==> src/rtl/i_fetch.sv <==
// ---------------------------------------------------------------------------
// Purple_Jade_pkg / i_fetch
//
// Purpose
//   Instruction fetch front end. A fetch PC (pc_r) addresses the instruction
//   ROM directly. The ROM returns the word in the same cycle, and that word is
//   captured together with its PC into a 2-entry FIFO. The FIFO head is
//   presented to the consumer with a valid/ready handshake. A redirect flushes
//   the FIFO and reloads pc_r. Reset clears everything.
//
// Ports
//   clk_i          in   1              clock, rising edge
//   reset_i        in   1              synchronous, active-high reset
//   rom_addr_o     out  ADDR_WIDTH_LP  word address to the ROM (= pc_r)
//   rom_data_i     in   WORD_SIZE_P    ROM word for rom_addr_o, same cycle
//   redirect_v_i   in   1              flush the FIFO and refetch from redirect_pc_i
//   redirect_pc_i  in   ADDR_WIDTH_LP  redirect target word address
//   instr_v_o      out  1              FIFO head is valid
//   instr_o        out  WORD_SIZE_P    FIFO head word (0 when the FIFO is empty)
//   instr_pc_o     out  ADDR_WIDTH_LP  FIFO head address (0 when the FIFO is empty)
//   instr_ready_i  in   1              consumer accepts the head this cycle
// ---------------------------------------------------------------------------
package Purple_Jade_pkg;
  localparam int WORD_SIZE_P   = 32;
  // Deliberately not a power of two, so the PC wrap logic is exercised.
  localparam int I_ROM_DEPTH_P = 24;
endpackage

module i_fetch
  import Purple_Jade_pkg::*;
(
  input  logic                                   clk_i,
  input  logic                                   reset_i,
  output logic [$clog2(I_ROM_DEPTH_P)-1:0]       rom_addr_o,
  input  logic [WORD_SIZE_P-1:0]                 rom_data_i,
  input  logic                                   redirect_v_i,
  input  logic [$clog2(I_ROM_DEPTH_P)-1:0]       redirect_pc_i,
  output logic                                   instr_v_o,
  output logic [WORD_SIZE_P-1:0]                 instr_o,
  output logic [$clog2(I_ROM_DEPTH_P)-1:0]       instr_pc_o,
  input  logic                                   instr_ready_i
);

  localparam int ADDR_WIDTH_LP = $clog2(I_ROM_DEPTH_P);
  localparam logic [ADDR_WIDTH_LP-1:0] LAST_PC_LP = ADDR_WIDTH_LP'(I_ROM_DEPTH_P - 1);

  logic [ADDR_WIDTH_LP-1:0] pc_r;
  logic [ADDR_WIDTH_LP-1:0] pc_next;

  logic [ADDR_WIDTH_LP-1:0] fifo_pc_r   [2];
  logic [WORD_SIZE_P-1:0]   fifo_word_r [2];
  logic                     head_r;
  logic [1:0]               count_r;

  logic                     tail;
  logic                     deq;
  logic                     enq;

  // With two slots the tail is head + count (mod 2). When the FIFO is full
  // and a dequeue happens, this selects the slot being vacated. That is safe
  // because the head moves past it on the same edge.
  assign tail = head_r ^ count_r[0];

  assign instr_v_o  = (count_r != 2'd0);
  assign instr_o    = instr_v_o ? fifo_word_r[head_r] : '0;
  assign instr_pc_o = instr_v_o ? fifo_pc_r[head_r]   : '0;

  assign rom_addr_o = pc_r;

  assign deq = instr_v_o & instr_ready_i;
  assign enq = ~redirect_v_i & ((count_r < 2'd2) | deq);

  // Explicit wrap: an increment modulo 2^ADDR_WIDTH_LP would be wrong for
  // depths that are not a power of two.
  assign pc_next = (pc_r == LAST_PC_LP) ? '0 : pc_r + 1'b1;

  always_ff @(posedge clk_i) begin
    if (reset_i) begin
      pc_r    <= '0;
      head_r  <= 1'b0;
      count_r <= 2'd0;
    end else if (redirect_v_i) begin
      // A deq in this cycle has already been accepted by the consumer.
      // Everything still queued is dropped.
      pc_r    <= redirect_pc_i;
      head_r  <= 1'b0;
      count_r <= 2'd0;
    end else begin
      if (enq) begin
        fifo_pc_r[tail]   <= pc_r;
        fifo_word_r[tail] <= rom_data_i;
        pc_r              <= pc_next;
      end
      if (deq) begin
        head_r <= ~head_r;
      end
      case ({enq, deq})
        2'b10:   count_r <= count_r + 2'd1;
        2'b01:   count_r <= count_r - 2'd1;
        default: count_r <= count_r;
      endcase
    end
  end

endmodule

==> config.mk <==
export PLATFORM = sky130hd
export DESIGN_NAME = i_fetch
export DESIGN_NICKNAME = d
export VERILOG_FILES = /design/src/rtl/i_fetch.sv
export SDC_FILE = /design/constraint.sdc
export NUM_CORES = 1
export LEC_CHECK = 0
export CORE_UTILIZATION = 52
export DETAILED_ROUTE_END_ITERATION = 8
export GPL_ROUTABILITY_DRIVEN = 1
export PLACE_DENSITY_LB_ADDON = 0.05
export SLEW_MARGIN = 20
export SYNTH_ARGS = -nofsm -noshare
export SYNTH_HDL_FRONTEND = slang
export SYNTH_SLANG_ARGS = --single-unit
==> constraint.sdc <==
create_clock -name clk_i -period 15.8 [get_ports clk_i]
set_input_delay 3.16 -clock clk_i [delete_from_list [all_inputs] [get_ports clk_i]]
set_output_delay 3.16 -clock clk_i [all_outputs]
set_load 0.05 [all_outputs]
# Yosys cells after proc, flatten, opt, wreduce, memory -nomap -nowiden
# Memories as Yosys holds them, arrays and structs flattened. A register that Yosys moved wholly into a read port is not among the register bits.
# Cells that the tools add are included.
word_totals:
  regBits: 8
  latchBits: 0
  ram_bits: 74
  romBits: 0
  inputBits: 41
  out_inout_bits: 43
  wordCells: 36
  memories: 2
mem_list:
  columns: ["name", "depth", "width", "read_ports", "rd_ports_with_merged_regs", "write_ports", "line_no", "source"]
  rows:
  - ["fifo_word_r", 2, 32, 1, 1, 1, "51", "logic [WORD_SIZE_P-1:0] fifo_word_r [2];"]
  - ["fifo_pc_r", 2, 5, 1, 1, 1, "50", "logic [ADDR_WIDTH_LP-1:0] fifo_pc_r [2];"]
classes:
  addsub: 3
  multipliers: 0
  n_div: 0
  order_cmp: 1
  eq_ne: 3
  shift: 0
  n_mux: 14
  bitwise_logic: 6
  n_reduce_logical: 4
op_table:
  columns: ["operator", "count"]
  rows:
  - ["$mux W32", 1]
  - ["$mux W5", 4]
  - ["$mux W1", 8]
  - ["$reduce_bool A2 Y1", 3]
  - ["$add A5 B1 Y5 const B", 1]
  - ["$eq A5 B5 Y1 const B", 1]
  - ["$pmux W2 S2", 1]
  - ["$add A2 B1 Y2 const B", 1]
  - ["$and A1 B1 Y1", 2]
  - ["$eq A2 B1 Y1 const B", 1]
  - ["$eq A2 B2 Y1 const B", 1]
  - ["$lt A2 B2 Y1 const B", 1]
  - ["$not A1 Y1", 2]
  - ["$reduce_or A2 Y1", 1]
  - ["$sub A2 B1 Y2 const B", 1]
  - ["$or A1 B1 Y1", 1]
  - ["$xor A1 B1 Y1", 1]

# Longest topological paths before layout
# Gate-level depths: netlist of the first run.
logic_depth:
  word_depth: 8
  ltp_mapped: 7
  mapped_depth_nobuf: 6

# Least setup slack after synthesis of the first run
# Ideal clock, no wire load.
synth_path:
  kind: "input-to-reg"
  start: "in reset_i"
  end: "mem fifo_pc_r[0][0] (netlist bit) (enable)"
  setup_time_ps: 524
  t_arrival_ps: 7000
  required_ps: 15276
  slack_ps: 8276
  stages: 2
  path_buffers: 1
  cell_sequence: "clkbuf_1 > nor4_1"
synth_via:
  elab_chain_len: 2
synth_lines:
  columns: ["element", "line_no", "source"]
  rows:
  - ["start, declared", "33", "input logic reset_i,"]
  - ["$mux W1", "78", "if (reset_i) begin"]
  - ["$mux W1 (not written as such)", "90", "fifo_pc_r[tail] <= pc_r;"]
  - ["end, declared", "50", null]
# Every way passes these cells.

# Final worst setup path of the first run
layout_path:
  start: "reg count_r[0]"
  end: "out instr_o[29]"
layout_via:
  elab_chain_len: 2
layout_lines:
  columns: ["element", "line_no", "source"]
  rows:
  - ["start, declared", "53", "logic [1:0] count_r;"]
  - ["start signal, assigned", "98", "2'b10: count_r <= count_r + 2'd1;"]
  - ["start signal, assigned", "99", "2'b01: count_r <= count_r - 2'd1;"]
  - ["start signal, assigned", "100", "default: count_r <= count_r;"]
  - ["$reduce_bool A2 Y1", "64", "assign instr_v_o = (count_r != 2'd0);"]
  - ["$mux W32", "65", "assign instr_o = instr_v_o ? fifo_word_r[head_r] : '0;"]
  - ["end, declared", "39", "output logic [WORD_SIZE_P-1:0] instr_o,"]
# Every way passes these cells.

==> impl_metrics.ini, run 1 <==
[hold_path]
hold_path_end = fifo_pc_r[1][4]
hold_path_depth = 0
worstHoldStart = rom_addr_o[4]
hp-class = register to register

[critical_path]
crit_chain = nor2_4 -> nor2_1 -> clkdlybuf4s50_1
reg2reg_from = count_r[0]
worstRegToRegCells = 2
critical_path.endpoint_type = output pin
cp_max_fo = 38
cp-start-kind = register
ff2ff_setup_slack_ns = 13.84
critPathArrivalTime_ns = 2.33
path_class = register to output pin
critical_path.slowest_cell = clkdlybuf4s50_1
max_stage_delay_ns = 0.75
r2r-end = fifo_word_r[1][18]
worstPathRequired_ns = 12.64

[yosys]
synth.distinct_cells = 31
synthCells = 215
syn_area_per_cell_um2 = 15.2
syn-cell-area_mm2 = 0.00327
synth_warnings = 0
ys_seq_area_share_pct = 73.5
yosysTopAreaCell = edfxtp_1
syn_nets = 258
synth-seq-cells = 83
yosysTopAreaCellShare_pct = 67.9
synthArstFlopShare_pct = 0
yosys_most_used_dff = edfxtp_1
synth.area.top_cells = edfxtp_1 (68%), mux2i_1 (11%), dfxtp_1 (5.5%), nor2_1 (4.8%), xor2_1 (1.1%)
synth_edf_count = 74

[finish]
syn_to_final_growth_pct = 35.6
seq_area_mm2 = 0.00241
mostFrequentLayoutCells = clkdlybuf4s50_1 (83), edfxtp_1 (74), nor2_1 (41), mux2i_1 (37), clkbuf_8 (10)
drive_gt1_share_pct = 8.17
final_nets = 344
fill_cells = 386
final_core_utilization_pct = 74.0
mostFrequentLayoutCell = clkdlybuf4s50_1
diodes = 0
multi_input_comb_area_um2 = 821

[clock_tree]
cts_root_buffer = clkbuf_8
clockBufferDepth = 2
clk_latency_ns = 0.34
cts.reportedPaths.clkPinSlew_ns = 0.08
cts_hold_buf = 0
cts_resized = 0
htreeDepth = 3
cts_inserted_buffers = 9
post_cts_buffers = 0
cts.sinks = 83
cts_tree = yes

[grt]
grt_remaining_overflow = 0
grt_start_max_net_pins = 39
grt_usage_pct = 19.4
grt_antenna_before_repair = 0
grt_pass1_vias = 1911
grt_pass1_wl_mm = 9.05

[floorplan]
boundaryPins = 84
die_h_um = 81.3
die_width_um = 81.3
die_area_mm2 = 0.00661
core_area_mm2 = 0.00599
rows = 28
start_util_pct = 54.6

[timing]
timing.final.crit_share_pct = 34.8
drv_slew = 0
setup_viol = 0
rsz0062_at_grt = no
worst_slack_ns = 10.31
hold_slack_ns = 0.540
fmax_mhz = 182
fin_skew_ns = 0.00662
slew_headroom_pct = 41.2
hold_violations = 0
tightest_slew_ns = 0.881
min_period_ns = 5.49
fin_setup_tns_ns = 0

[detailed_routing]
drt_iter0_markers = 125
drtPass1Iterations = 4
viasPerCell = 5.21
totalWireLength_mm = 5.94
vias = 1984
antenna_left = 0
drt-wirelength-per-cell_um = 15.6
drc = 0

[pwr]
power_mw = 0.503
peakVddDrop_v = 0.000102
power_density_mw_per_mm2 = 113
leakagePower_nw = 1.46

[placement]
portBuffers = 83
place_congestion = 0.806
place_ws_ns = 10.30
dp_hpwl_mm = 3.77

[flow_run]
maxCapViolations = 0

[run_status]
outcome = completed
## worst max-delay path by stage
stage,start,to,slack [ns],cells after the start
after global routing,count_r[0],instr_o[29],10.15,3
after detailed placement,register,instr_pc_o[1],10.30,3
final,count_r[0],instr_o[29],10.31,3
after CTS,register,instr_pc_o[1],9.91,3
after global placement,register,instr_pc_o[1],10.33,3
after floorplan,reset_i,fifo_pc_r[0][0],8.28,2
## kinds of logic (layout without fill, tap and decap cells)
| group | count (synthesis) | count (layout) | share of synthesized area (%) |
|---|---|---|---|
| xor gates and xnor gates | 5 | 5 | 1.34 |
| DFF | 83 | 83 | 73.5 |
| and+or+nand+nor | 61 | 61 | 8.57 |
| adders and majority gates | 2 | 2 | 0.765 |
| AOI/OAI and AO/OA | 12 | 12 | 2.64 |
| buffers and inverters | 15 | 106 | 1.91 |
| muxes | 37 | 37 | 11.3 |
## through the flow
step	std cells	instance area, um^2
CTS	381	4430
finish	381	4430
floorplan	215	3270
global route	381	4430
detailed placement	365	4180
global placement	365	4180
## cells in the mapped netlist, types with 3 or more instances
library cell   n
dfxtp_1        9
nor2_1        42
clkbuf_1       3
nor3_1         3
edfxtp_1      74
inv_1          5
buf_2          5
nand2_1        4
xor2_1         4
mux2i_1       37
o21ai_0        4
## final cells by class
type / instances / share of cell area (%)
clock buffer: 10 / 3.10
clock inverter: 6 / 2.51
inverter: 5 / 0.423
multi-input combinational: 117 / 18.5
sequential: 83 / 54.3
tap: 75 / 2.12
timing repair buffer: 85 / 19.1
## where the power goes
| part | switching, mW | internal (mW) |
|---|---|---|
| combinational | 0.0406 | 0.0264 |
| sequential | 0.00521 | 0.248 |
| clock | 0.0732 | 0.110 |
| total | 0.119 | 0.384 |
## routing by layer
layer | track usage [%] | vias to the layer above | wire (um)
met5 | 0 | - | 0
met4 | 10.7 | 0 | 130
met3 | 4.61 | 14 | 307
met2 | 31.6 | 67 | 2960
met1 | 23.8 | 940 | 2540
li1 | - | 963 | -
## flip-flops by register name, summed over array words and instances (netlist names), named ones only
name,count
fifo_pc_r,10
count_r,2
rom_addr_o,5
head_r,1
fifo_word_r,64
## critical path: cells and delay by family, from the launching register on
family | cells | cell delay [ns]
buf+inv | 1 | 0.75
simple gates | 2 | 0.80
flops | 1 | 0.41
No activity file was read; power rests on OpenSTA's default activity.
==> run 2: changes to the inputs <==
--- a/config.mk
+++ b/config.mk
@@ -5,7 +5,7 @@
 export SDC_FILE = /design/constraint.sdc
 export NUM_CORES = 1
 export LEC_CHECK = 0
-export CORE_UTILIZATION = 52
+export CORE_UTILIZATION = 44
 export DETAILED_ROUTE_END_ITERATION = 8
 export GPL_ROUTABILITY_DRIVEN = 1
 export PLACE_DENSITY_LB_ADDON = 0.05
==> constraint.sdc (replaced) <==
create_clock -name clk_i -period 4.76 [get_ports clk_i]
set_input_delay 0.952 -clock clk_i [delete_from_list [all_inputs] [get_ports clk_i]]
set_output_delay 0.952 -clock clk_i [all_outputs]
set_load 0.05 [all_outputs]
==> impl_metrics.ini, run 2 (same netlist as run 1, synthesis figures left out) <==
[run_status]
outcome = completed

[critical_path]
crit_chain = nor2_4 -> nor2_1 -> clkdlybuf4s50_1
crit_end = instr_o[25]
worstRegToRegCells = 2
cp_max_fo = 38
reg2reg_from = count_r[0]
critPathTopFamily = simple AND/OR/NAND/NOR gates
critPathBufInv = 1
crit_start = count_r[1]
max_stage_delay_ns = 0.75
crit_cells = 3
worstPathRequired_ns = 3.81
cp-start-kind = register
path_class = register to output pin
critical_path.slowest_cell = clkdlybuf4s50_1
ff2ff_setup_slack_ns = 2.72
critical_path.endpoint_type = output pin
critPathArrivalTime_ns = 2.38
r2r-end = fifo_word_r[1][10]

[detailed_routing]
antenna_left = 0
drc = 0
drt-wirelength-per-cell_um = 14.7
drt_iter0_markers = 93
totalWireLength_mm = 5.94
vias = 1994
drtPass1Iterations = 4
viasPerCell = 4.92

[clock_tree]
cts_resized = 0
cts.sinks = 83
post_cts_buffers = 0
cts.reportedPaths.clkPinSlew_ns = 0.08
clk_latency_ns = 0.34
clockBufferDepth = 2
cts_hold_buf = 0
htreeDepth = 3
cts_inserted_buffers = 9
cts_tree = yes
cts_root_buffer = clkbuf_8

[placement]
dp_hpwl_mm = 3.69
place_congestion = 0.750
portBuffers = 83

[grt]
grt_start_max_net_pins = 39
grt_use_met1_pct = 20.0
grt_usage_pct = 16.4
grt_pass1_vias = 1964
grt_antenna_before_repair = 0
met2_usage_pct = 27.6
top_usage_layer = met2
use_met3_pct = 4.57
grt_pass1_wl_mm = 9.36
grt_remaining_overflow = 0

[pwr]
leakagePower_nw = 1.44
peakVddDrop_v = 0.000185
power_density_mw_per_mm2 = 360

[floorplan]
boundaryPins = 84
start_util_pct = 45.3
die_width_um = 88.2
rows = 31
core_area_mm2 = 0.00721
die_area_mm2 = 0.00778
die_h_um = 88.2

[timing]
tightest_slew_ns = 0.914
hold_slack_ns = 0.541
min_period_ns = 3.33
setup_viol = 0
timing.final.crit_share_pct = 70.0
fmax_mhz = 300
fin_setup_tns_ns = 0
rsz0062_at_grt = no
fin_skew_ns = 0.00858
drv_slew = 0
hold_violations = 0
slew_headroom_pct = 39.0

[hold_path]
hp-class = register to register

[flow_run]
maxCapViolations = 0

[finish]
syn_to_final_growth_pct = 35.7
mostFrequentLayoutCell = clkdlybuf4s50_1
mostFrequentLayoutCells = clkdlybuf4s50_1 (83), edfxtp_1 (74), nor2_1 (41), mux2i_1 (37), clkbuf_8 (9)
final_nets = 344
diodes = 0
largest_reg_flops = 64
drive_gt1_share_pct = 7.52
top_register = fifo_word_r
==> run 2: worst min path at each step <==
| stage | startpoint | to | slack, ns | depth (start not counted) |
|---|---|---|---|---|
| 2_1_floorplan | count_r[1] | count_r[1] | 0.49 | 2 |
| 3_5_place_dp | rom_addr_o[4] | fifo_pc_r[1][4] | 0.53 | 0 |
| 3_3_place_gp | rom_addr_o[4] | fifo_pc_r[1][4] | 0.53 | 0 |
| 4_1_cts | rom_addr_o[4] | fifo_pc_r[1][4] | 0.55 | 0 |
| 5_1_grt | rom_addr_o[4] | fifo_pc_r[0][4] | 0.56 | 0 |
| 6_report | rom_addr_o[4] | fifo_pc_r[1][4] | 0.54 | 0 |
==> run 2: metal layers <==
layer / vias to the layer above / wire (um) / part of all wire, %
li1: 966 / - / -
met1: 967 / 2560 / 43
met2: 52 / 3000 / 50
met3: 9 / 280 / 4.7
met4: 0 / 99 / 1.7
met5: - / 0 / 0
==> run 2: metrics by stage <==
stage / instances / cell area (um^2) / utilization, % / total power, mW / setup slack [ns]
3_5_place_dp: 389 / 4220 / 58.6 / 1.08 / 1.58
3_3_place_gp: 389 / 4220 / 58.5 / 1.08 / 1.49
5_1_grt: 405 / 4440 / 61.5 / 1.66 / 1.25
2_1_floorplan: 215 / 3280 / - / 0.987 / 1.00
4_1_cts: 405 / 4440 / 61.5 / 1.61 / 1.33
6_report: 405 / 4440 / 61.5 / 1.60 / 1.43
==> run 2: final cells by class <==
type,instances,area (um^2)
repair buffers,85,846
well taps,99,124
fillers,592,2780
multi-input cells,117,830
clock buffers,9,124
inverters,5,18.8
clock inverters,7,91.3
flip-flops and latches,83,2410
==> run 2: worst register-to-register path: stages (launching register included) <==
cell     delay, ns
dfxtp_1       0.49
xor2_1        0.31
and3_2        0.86
==> run 2: power by group <==
| group | total (mW) | internal (mW) | leakage [nW] | switching, mW |
|---|---|---|---|---|
| Combinational | 0.224 | 0.0880 | 0.579 | 0.136 |
| Clock | 0.534 | 0.294 | 0.101 | 0.240 |
| Sequential | 0.841 | 0.824 | 0.756 | 0.0164 |
| Total | 1.60 | 1.21 | 1.44 | 0.392 |
